==> config.mk <==
export PLATFORM = sky130hd
export DESIGN_NAME = ram_arbiter
export DESIGN_NICKNAME = d
export VERILOG_FILES = /design/src/rtl/ram_arbiter.sv
export SDC_FILE = /design/constraint.sdc
export NUM_CORES = 1
export LEC_CHECK = 0
export ABC_CLOCK_PERIOD_IN_PS = 2100
export CAP_MARGIN = 15
export CORE_ASPECT_RATIO = 0.9
export CORE_UTILIZATION = 40
export CTS_CLUSTER_SIZE = 30
export DETAILED_ROUTE_END_ITERATION = 7
export GPL_TIMING_DRIVEN = 1
export PLACE_DENSITY = 0.9
export SLEW_MARGIN = 40
export SYNTH_ARGS = -nofsm -noshare
export SYNTH_HDL_FRONTEND = slang
export SYNTH_SLANG_ARGS = --single-unit
==> constraint.sdc <==
create_clock -name read_clk -period 2.1 [get_ports read_clk]
set_input_delay 0.315 -clock read_clk [delete_from_list [all_inputs] [get_ports read_clk]]
set_output_delay 0.315 -clock read_clk [all_outputs]
set_load 0.03 [all_outputs]
==> src/rtl/ram_arbiter.sv <==
// Two-port arbiter and sequencer sharing one main-RAM access path.
// Optional build macro ARB_FIXED_PRIO_EN: port 0 always wins a tie.
module ram_arbiter #(
    parameter int                ADDR_W    = 16,
    parameter int                DATA_W    = 16,
    parameter logic [ADDR_W-1:0] RAM_BASE  = 16'h4000,
    parameter logic [ADDR_W-1:0] RAM_DEPTH = 16'h4000,
    parameter int                LATENCY   = 1
) (
    input  logic              reset,
    input  logic              read_clk,
    input  logic              req0,
    input  logic              we0,
    input  logic [ADDR_W-1:0] addr0,
    input  logic [DATA_W-1:0] wdata0,
    output logic              ack0,
    input  logic              req1,
    input  logic              we1,
    input  logic [ADDR_W-1:0] addr1,
    input  logic [DATA_W-1:0] wdata1,
    output logic              ack1,
    output logic [DATA_W-1:0] rdata,
    output logic              err,
    output logic              busy,
    output logic [ADDR_W-1:0] ram_addr,
    output logic [DATA_W-1:0] ram_wdata,
    output logic              ram_re,
    output logic              ram_we,
    input  logic [DATA_W-1:0] ram_rdata
);

    typedef enum logic [1:0] {
        IDLE,
        ISSUE,
        WAIT,
        RESP
    } state_t;

    // Window end computed one bit wider so RAM_BASE+RAM_DEPTH cannot wrap
    localparam logic [ADDR_W:0] RAM_LO  = {1'b0, RAM_BASE};
    localparam logic [ADDR_W:0] RAM_END = {1'b0, RAM_BASE} + {1'b0, RAM_DEPTH};
    localparam logic [2:0]      LAT     = 3'(LATENCY);

    state_t            state;
    state_t            state_nxt;
    logic              port_q;
    logic              we_q;
    logic              inr_q;
    logic              err_q;
    logic [2:0]        cnt_q;
    logic              pick1;
    logic              any_req;
    logic [ADDR_W-1:0] win_addr;
    logic              win_inr;

`ifdef ARB_FIXED_PRIO_EN
    assign pick1 = req1 & ~req0;
`else
    logic last_q;
    assign pick1 = req1 & (~req0 | ~last_q);
`endif

    assign any_req  = req0 | req1;
    assign win_addr = pick1 ? addr1 : addr0;
    assign win_inr  = ({1'b0, win_addr} >= RAM_LO) &&
                      ({1'b0, win_addr} <  RAM_END);

    // State register, cleared asynchronously so aborted accesses never ack
    always_ff @(posedge read_clk or posedge reset) begin
        if (reset) state <= IDLE;
        else       state <= state_nxt;
    end

    // Next-state and strobe/ack decode
    always_comb begin
        state_nxt = state;
        ram_re    = 1'b0;
        ram_we    = 1'b0;
        ack0      = 1'b0;
        ack1      = 1'b0;
        err       = 1'b0;
        busy      = (state != IDLE);
        unique case (state)
            IDLE: begin
                if (any_req) state_nxt = ISSUE;
            end
            ISSUE: begin
                if (inr_q && !we_q) begin
                    ram_re    = 1'b1;
                    state_nxt = WAIT;
                end else begin
                    ram_we    = inr_q;
                    state_nxt = RESP;
                end
            end
            WAIT: begin
                if (cnt_q <= 3'd1) state_nxt = RESP;
            end
            RESP: begin
                ack0      = ~port_q;
                ack1      = port_q;
                err       = err_q;
                state_nxt = IDLE;
            end
            default: state_nxt = IDLE;
        endcase
    end

    // Request latch, latency counter and read-data capture
    always_ff @(posedge read_clk or posedge reset) begin
        if (reset) begin
            port_q    <= 1'b0;
            we_q      <= 1'b0;
            inr_q     <= 1'b0;
            err_q     <= 1'b0;
            cnt_q     <= 3'd0;
            rdata     <= '0;
            ram_addr  <= '0;
            ram_wdata <= '0;
        end else begin
            unique case (state)
                IDLE: begin
                    if (any_req) begin
                        port_q    <= pick1;
                        we_q      <= pick1 ? we1 : we0;
                        inr_q     <= win_inr;
                        err_q     <= 1'b0;
                        ram_addr  <= win_addr - RAM_BASE;
                        ram_wdata <= pick1 ? wdata1 : wdata0;
                    end
                end
                ISSUE: begin
                    if (!inr_q) begin
                        err_q <= 1'b1;
                        rdata <= '0;
                    end else if (!we_q) begin
                        cnt_q <= LAT;
                    end
                end
                WAIT: begin
                    cnt_q <= cnt_q - 3'd1;
                    if (cnt_q <= 3'd1) rdata <= ram_rdata;
                end
                default: ;
            endcase
        end
    end

`ifndef ARB_FIXED_PRIO_EN
    // Round-robin pointer moves only when a tie is resolved
    always_ff @(posedge read_clk or posedge reset) begin
        if (reset)                          last_q <= 1'b1;
        else if (state == IDLE && req0 && req1) last_q <= pick1;
    end
`endif

endmodule

==> results.json, run 1 <==
{
  "clock-sinks": 58,
  "reg2reg_slack_ns": 0.41,
  "cts_buffers": 9,
  "grt_max_degree": 59,
  "yosysWarnings": 0,
  "vias_per_cell": 4.80,
  "grt_pass1_vias": 2460,
  "maxSlewViolCount": 0,
  "clk_latency_ns": 0.33,
  "rows": 28,
  "worst_path_max_delay_cell": "dfrtp_1",
  "r2r-start": "state[1]",
  "dp_hpwl_um": 5530,
  "clk_path_buf_depth": 2,
  "critical_path_buf_inv_count": 2,
  "worst_slew_pin_slew_ns": 0.405,
  "path_class": "flop to primary output",
  "ys_ff_latch": 58,
  "p_comb_share_pct": 55.7,
  "rsz0062_at_grt": "no",
  "run_status": "completed",
  "drt-initial-drc-count": 61,
  "setup-violations-final": 0,
  "syn_avg_cell_area_um2": 10.3,
  "core-area_mm2": 0.00666,
  "cp-start-kind": "flop",
  "grt_use_total_pct": 21.3,
  "grt_overflow": 0,
  "clockPowerShare_pct": 14.3,
  "synth.cell_area_mm2": 0.00278,
  "whs_ns": 0.357,
  "synthTopCellsByArea": "dfrtp_1 51%, mux2i_1 12%, nand2_1 8.8%",
  "io_pins": 140,
  "synth_top_area_share_pct": 51.4,
  "die_h_um": 81.0,
  "required_ns": 1.78,
  "diodes": 0,
  "fin_setup_tns_ns": 0,
  "rr_worst_depth": 6,
  "p_int_mw": 3.67,
  "ir_worst_vdd_mv": 0.798,
  "dieArea_mm2": 0.00728,
  "wl_per_cell_um": 14.4,
  "port_buffers": 139,
  "p_leak_nw": 2.02,
  "timing.rr.end": "rdata[2]",
  "seqPwrFrac_pct": 30.0,
  "ant_nets": 0,
  "power_switching_mw": 2.86,
  "maxCapViolCount": 0,
  "nets": 505,
  "dpl.cell_count": 491,
  "fmax_ghz": 0.501,
  "finalNonFillerCells": 507,
  "slowest_delay_ns": 0.42,
  "worstPathCellList": "inv_1 > ha_1 > and3_1 > dlygate4sd2_1",
  "finalWirelength_um": 7290,
  "drt-pass1-iter-count": 4,
  "finalCritPeriodShare_pct": 95.1,
  "cp.arrival_ns": 1.68,
  "cts_root_buf": "clkbuf_8",
  "clk_pin_slew_ns": 0.06,
  "crit_family": "buffers and inverters",
  "via_count": 2432,
  "path_max_fanout": 7,
  "cts_tree": "yes",
  "cts.htree.levels": 3,
  "syn-instance-count": 269,
  "final-hold-violation-count": 0,
  "relSlewSlack_pct": 73.0,
  "path_depth": 4,
  "antenna_found_initial": 0,
  "postLayoutCoreUtil_pct": 67.5,
  "ys_seq_area_share_pct": 52.3,
  "endpoint_kind": "primary output",
  "cts_setup_buffers": 0,
  "place_area_mm2": 0.00430,
  "synth_top_cell_by_area": "dfrtp_1",
  "die_w_um": 89.8,
  "ctsHoldBuffers": 0,
  "cellPowerDensity_mw_per_mm2": 1450,
  "start_util_pct": 41.7,
  "period_needed_ns": 2.00,
  "drc": 0,
  "area.growth.synth_to_final_pct": 61.9,
  "p_sw_share_pct": 43.8,
  "globalplace.congestion": 0.737,
  "drive_gt1_share_pct": 11.5,
  "clock-skew-final_ns": 0.00646,
  "synth.distinct_cells": 35,
  "grt_pass1_wl_um": 11800,
  "syn_nets": 362,
  "holdCritPathClass": "input pin to asynchronous set/reset pin",
  "final_cell_area_mm2": 0.00449
}
[cells in the final DEF (no fill, tap or decap), drive strengths merged, types with 2 or more instances in the layout]
master	Yosys	routed
a21boi	2	2
buf	9	9
clkbuf	7	15
clkdlybuf4s50	0	133
o21ai	53	53
dlygate4sd2	0	2
and2	2	2
mux2i	32	32
mux2	4	4
a32o	2	2
nand2	65	65
ha	7	7
nor2	2	2
nand2b	4	4
clkinv	0	2
dlymetal6s2s	0	3
a21oi	2	2
dfrtp	57	57
inv	7	7
[registers in the layout, indices dropped and copies added (netlist names)]
signal / cells
inr_q: 1
rdata: 16
state: 2
ram_wdata: 16
port_q: 1
err_q: 1
cnt_q: 3
we_q: 1
ram_addr: 16
last_q: 1
[timing repair]
item	CTS	global route
hold endpoints to repair	0	0
gates resized for setup	3	5
endpoints found under the setup margin	3	4
cloned	0	0
[worst min-delay path, cell delays in order]
cell,delay [ns]
clkdlybuf4s50_1,0.42
inv_2,0.07
buf_12,0.27
[per-layer routing]
metal	wire [µm]	track usage, %	part of all wire (%)	up-vias
met1	2880	23.7	39	1113
li1	-	-	-	1203
met2	3560	36.6	49	109
met4	84	7.87	1.2	0
met5	0	0	0	-
met3	771	9.55	11	7
[how the worst max path moves through the flow]
stage | to | startpoint | slack, ns
2_1_floorplan | cnt_q[0] | reset | 0.36
3_3_place_gp | ram_addr[15] | req1 | 0.11
3_5_place_dp | ram_addr[15] | req1 | 0.08
4_1_cts | ack0 | state[0] | 0.01
5_1_grt | ram_we | state[1] | 0.01
6_report | ram_we | state[1] | 0.10
[cells in the mapped netlist]
library cell	instances
and2_1	2
buf_4	4
buf_2	3
nand2b_1	4
a32oi_1	1
a21boi_0	1
and3_1	1
a21oi_1	2
dfstp_2	1
nor3_1	1
and2b_1	1
nand2_1	65
dfrtp_1	57
buf_6	2
ha_1	7
o21ai_1	3
nand3b_1	1
a31oi_1	1
a21boi_1	1
o21ai_2	14
clkbuf_1	7
mux2i_1	32
nor2_1	2
o22a_1	1
a32o_2	1
o21ai_0	36
a21o_1	1
nand3_1	1
nor2b_1	1
or3_4	1
mux2_2	4
xnor2_1	1
inv_1	7
a32o_1	1
a22o_1	1
[per-stage QoR]
stage / power [mW] / worst slack (ns)
after global routing: 7.01 / 0.0141
final: 6.52 / 0.104
after floorplan: 4.23 / 0.359
after detailed placement: 5.64 / 0.0840
after global placement: 5.49 / 0.109
after CTS: 6.59 / 0.0119
[power groups by stage]
stage          clock [mW]  combinational [mW]  sequential [mW]
2_1_floorplan           0                1.49             2.74
3_3_place_gp            0                3.55             1.93
3_5_place_dp            0                3.67             1.98
4_1_cts             0.963                3.66             1.96
5_1_grt              1.03                3.95             2.03
6_report            0.931                3.64             1.96
[cells by family (layout without fill, tap and decap cells)]
family,after synthesis,in the layout,share of synthesized area [%]
AND/OR/NAND/NOR,80,80,12.2
AO/OA/AOI/OAI,64,64,14.6
flip-flops,58,58,52.3
multiplexers,36,36,13.2
buffers and inverters,23,171,4.33
adder cells (fa/ha/maj),7,7,3.15
XOR/XNOR,1,1,0.316
[layout make-up]
type | count | area (µm²)
tap | 90 | 113
multi-input combinational | 188 | 1240
timing repair buffer | 148 | 1480
fill | 505 | 2160
clock inverter | 2 | 10.0
inverter | 7 | 26.3
clock buffer | 14 | 173
sequential | 58 | 1450
(Power assumes the default switching activity.)
==> run 2, diff against run 1 <==
--- a/config.mk
+++ b/config.mk
@@ -12,6 +12,7 @@
 export CTS_CLUSTER_SIZE = 30
 export DETAILED_ROUTE_END_ITERATION = 7
 export GPL_TIMING_DRIVEN = 1
+export MAX_ROUTING_LAYER = met4
 export PLACE_DENSITY = 0.9
 export SLEW_MARGIN = 40
 export SYNTH_ARGS = -nofsm -noshare
==> run 2 against run 1 <==
Effect of this change:
- worst setup slack improved by 0.0061 ns
- via count rose by 0.37%
- core utilization did not move
- sequential share of layout area did not move
- first-iteration DRC count fell by 6.6%
- clock skew barely moved
- global-route usage rose by 0.55 points
- largest power group unchanged
- sequential power barely moved
- critical endpoint unchanged
- hold slack improved by 0.0020 ns
==> results.json, run 2 (synthesized netlist as in run 1, its figures left out) <==
{
  "run_status": "completed",
  "critical_path_buf_inv_count": 2,
  "cts_buffers": 9,
  "clock-sinks": 58,
  "largestRegisters": "ram_addr x16, ram_wdata x16, rdata x16",
  "r2r-start": "state[1]",
  "timing.rr.end": "rdata[2]",
  "drc": 0,
  "worst_path_max_delay_cell": "dfrtp_1",
  "cts_tree": "yes",
  "cts.htree.levels": 3,
  "clk_pin_slew_ns": 0.06,
  "grt_pass1_wl_um": 11800,
  "fmax_ghz": 0.502,
  "dieArea_mm2": 0.00728,
  "area.growth.synth_to_final_pct": 61.9,
  "vias_per_cell": 4.81,
  "nets": 505,
  "core-area_mm2": 0.00666,
  "cellPowerDensity_mw_per_mm2": 1450,
  "rows": 28,
  "die_h_um": 81.0,
  "worst_slew_pin_slew_ns": 0.408,
  "start_util_pct": 41.7,
  "grt_pass1_vias": 2467,
  "p_leak_nw": 2.02,
  "ant_nets": 0,
  "via_count": 2441,
  "drt-pass1-iter-count": 4,
  "slowest_delay_ns": 0.42,
  "grt_use_total_pct": 21.9,
  "rr_worst_depth": 6,
  "grt_overflow": 0,
  "period_needed_ns": 1.99,
  "worstPathCellList": "inv_1 > ha_1 > and3_1 > dlygate4sd2_1",
  "cp.arrival_ns": 1.68,
  "crit_family": "buffers and inverters",
  "final-hold-violation-count": 0,
  "required_ns": 1.78,
  "final_common_cell": "clkdlybuf4s50_1",
  "maxCapViolCount": 0,
  "rsz0062_at_grt": "no",
  "diodes": 0,
  "grt_max_degree": 59,
  "whs_ns": 0.359,
  "finalCritPeriodShare_pct": 94.8,
  "wl_per_cell_um": 14.3,
  "fin_setup_tns_ns": 0,
  "path_max_fanout": 7,
  "finalWirelength_um": 7270,
  "drt-initial-drc-count": 57,
  "final_cell_mix": "133 x clkdlybuf4s50_1, 65 x nand2_1, 57 x dfrtp_1",
  "setup-violations-final": 0,
  "antenna_found_initial": 0,
  "clock-skew-final_ns": 0.00639,
  "endpoint_kind": "primary output",
  "die_w_um": 89.8,
  "maxSlewViolCount": 0,
  "holdCritPathClass": "input pin to asynchronous set/reset pin",
  "drive_gt1_share_pct": 11.5,
  "port_buffers": 139,
  "dp_hpwl_um": 5530,
  "clk_path_buf_depth": 2,
  "path_depth": 4,
  "globalplace.congestion": 0.746,
  "cp-start-kind": "flop",
  "clk_latency_ns": 0.32,
  "relSlewSlack_pct": 72.8,
  "cts_root_buf": "clkbuf_8",
  "cp-startpoint": "state[1]",
  "ctsHoldBuffers": 0,
  "crit_path_end": "ram_we",
  "path_class": "flop to primary output",
  "reg2reg_slack_ns": 0.41,
  "io_pins": 140,
  "ir_worst_vdd_mv": 0.801
}
run 2: cell counts in the layout (fill, tap and decap cells not counted):
Identical to the previous run, type by type.
run 2: power by group:
part | internal, mW | leakage [nW] | total [mW] | switching [mW]
clock | 0.522 | 0.0965 | 0.928 | 0.406
combinational | 1.51 | 1.19 | 3.64 | 2.13
sequential | 1.64 | 0.732 | 1.96 | 0.318
run 2: worst register-to-register path, stage by stage, from the launching register on:
cell	delay [ns]
dfrtp_1	0.42
inv_1	0.10
ha_1	0.27
nand2b_1	0.12
a32o_4	0.43
nand2_1	0.17
o21ai_2	0.06
run 2: final cells by class:
class                           instances  area (µm²)
Sequential cell                        58        1450
Clock buffer                           14         173
Timing Repair Buffer                  148        1480
Tap cell                               90         113
Multi-Input combinational cell        188        1240
Fill cell                             505        2160
Inverter                                7        26.3
Clock inverter                          2        10.0
run 2: layer usage:
layer,wire length (µm),part of all wire [%],GRT usage [%],vias to the layer above
met3,616,8.5,7.02,8
li1,-,-,-,1205
met1,3010,41,24.8,1121
met5,0,0,-,-
met2,3550,49,36.5,107
met4,94,1.3,8.85,0
run 2: worst min-delay path by stage:
stage / to / slack [ns]
global placement: rdata[13] / 0.46
detailed placement: rdata[11] / 0.47
global route: ram_addr[12] / 0.39
finish: ram_wdata[1] / 0.36
CTS: rdata[3] / 0.37
floorplan: last_q / 0.44
run 2: per-stage QoR:
| step | total power [mW] | setup slack [ns] | area (µm²) | instances | utilization [%] |
|---|---|---|---|---|---|
| detailed placement | 5.64 | 0.0840 | 4300 | 491 | 64.6 |
| finish | 6.52 | 0.110 | 4490 | 507 | 67.5 |
| floorplan | 4.23 | 0.359 | 2780 | 269 | - |
| CTS | 6.59 | 0.0119 | 4480 | 507 | 67.3 |
| global route | 7.00 | 0.0185 | 4490 | 507 | 67.5 |
| global placement | 5.49 | 0.109 | 4300 | 491 | 64.6 |
run 2: repair_timing:
| action | CTS | global route |
|---|---|---|
| buffers inserted | 0 | 0 |
| resized for setup | 3 | 5 |
| setup endpoints to repair | 3 | 4 |
| pin swaps | 0 | 0 |
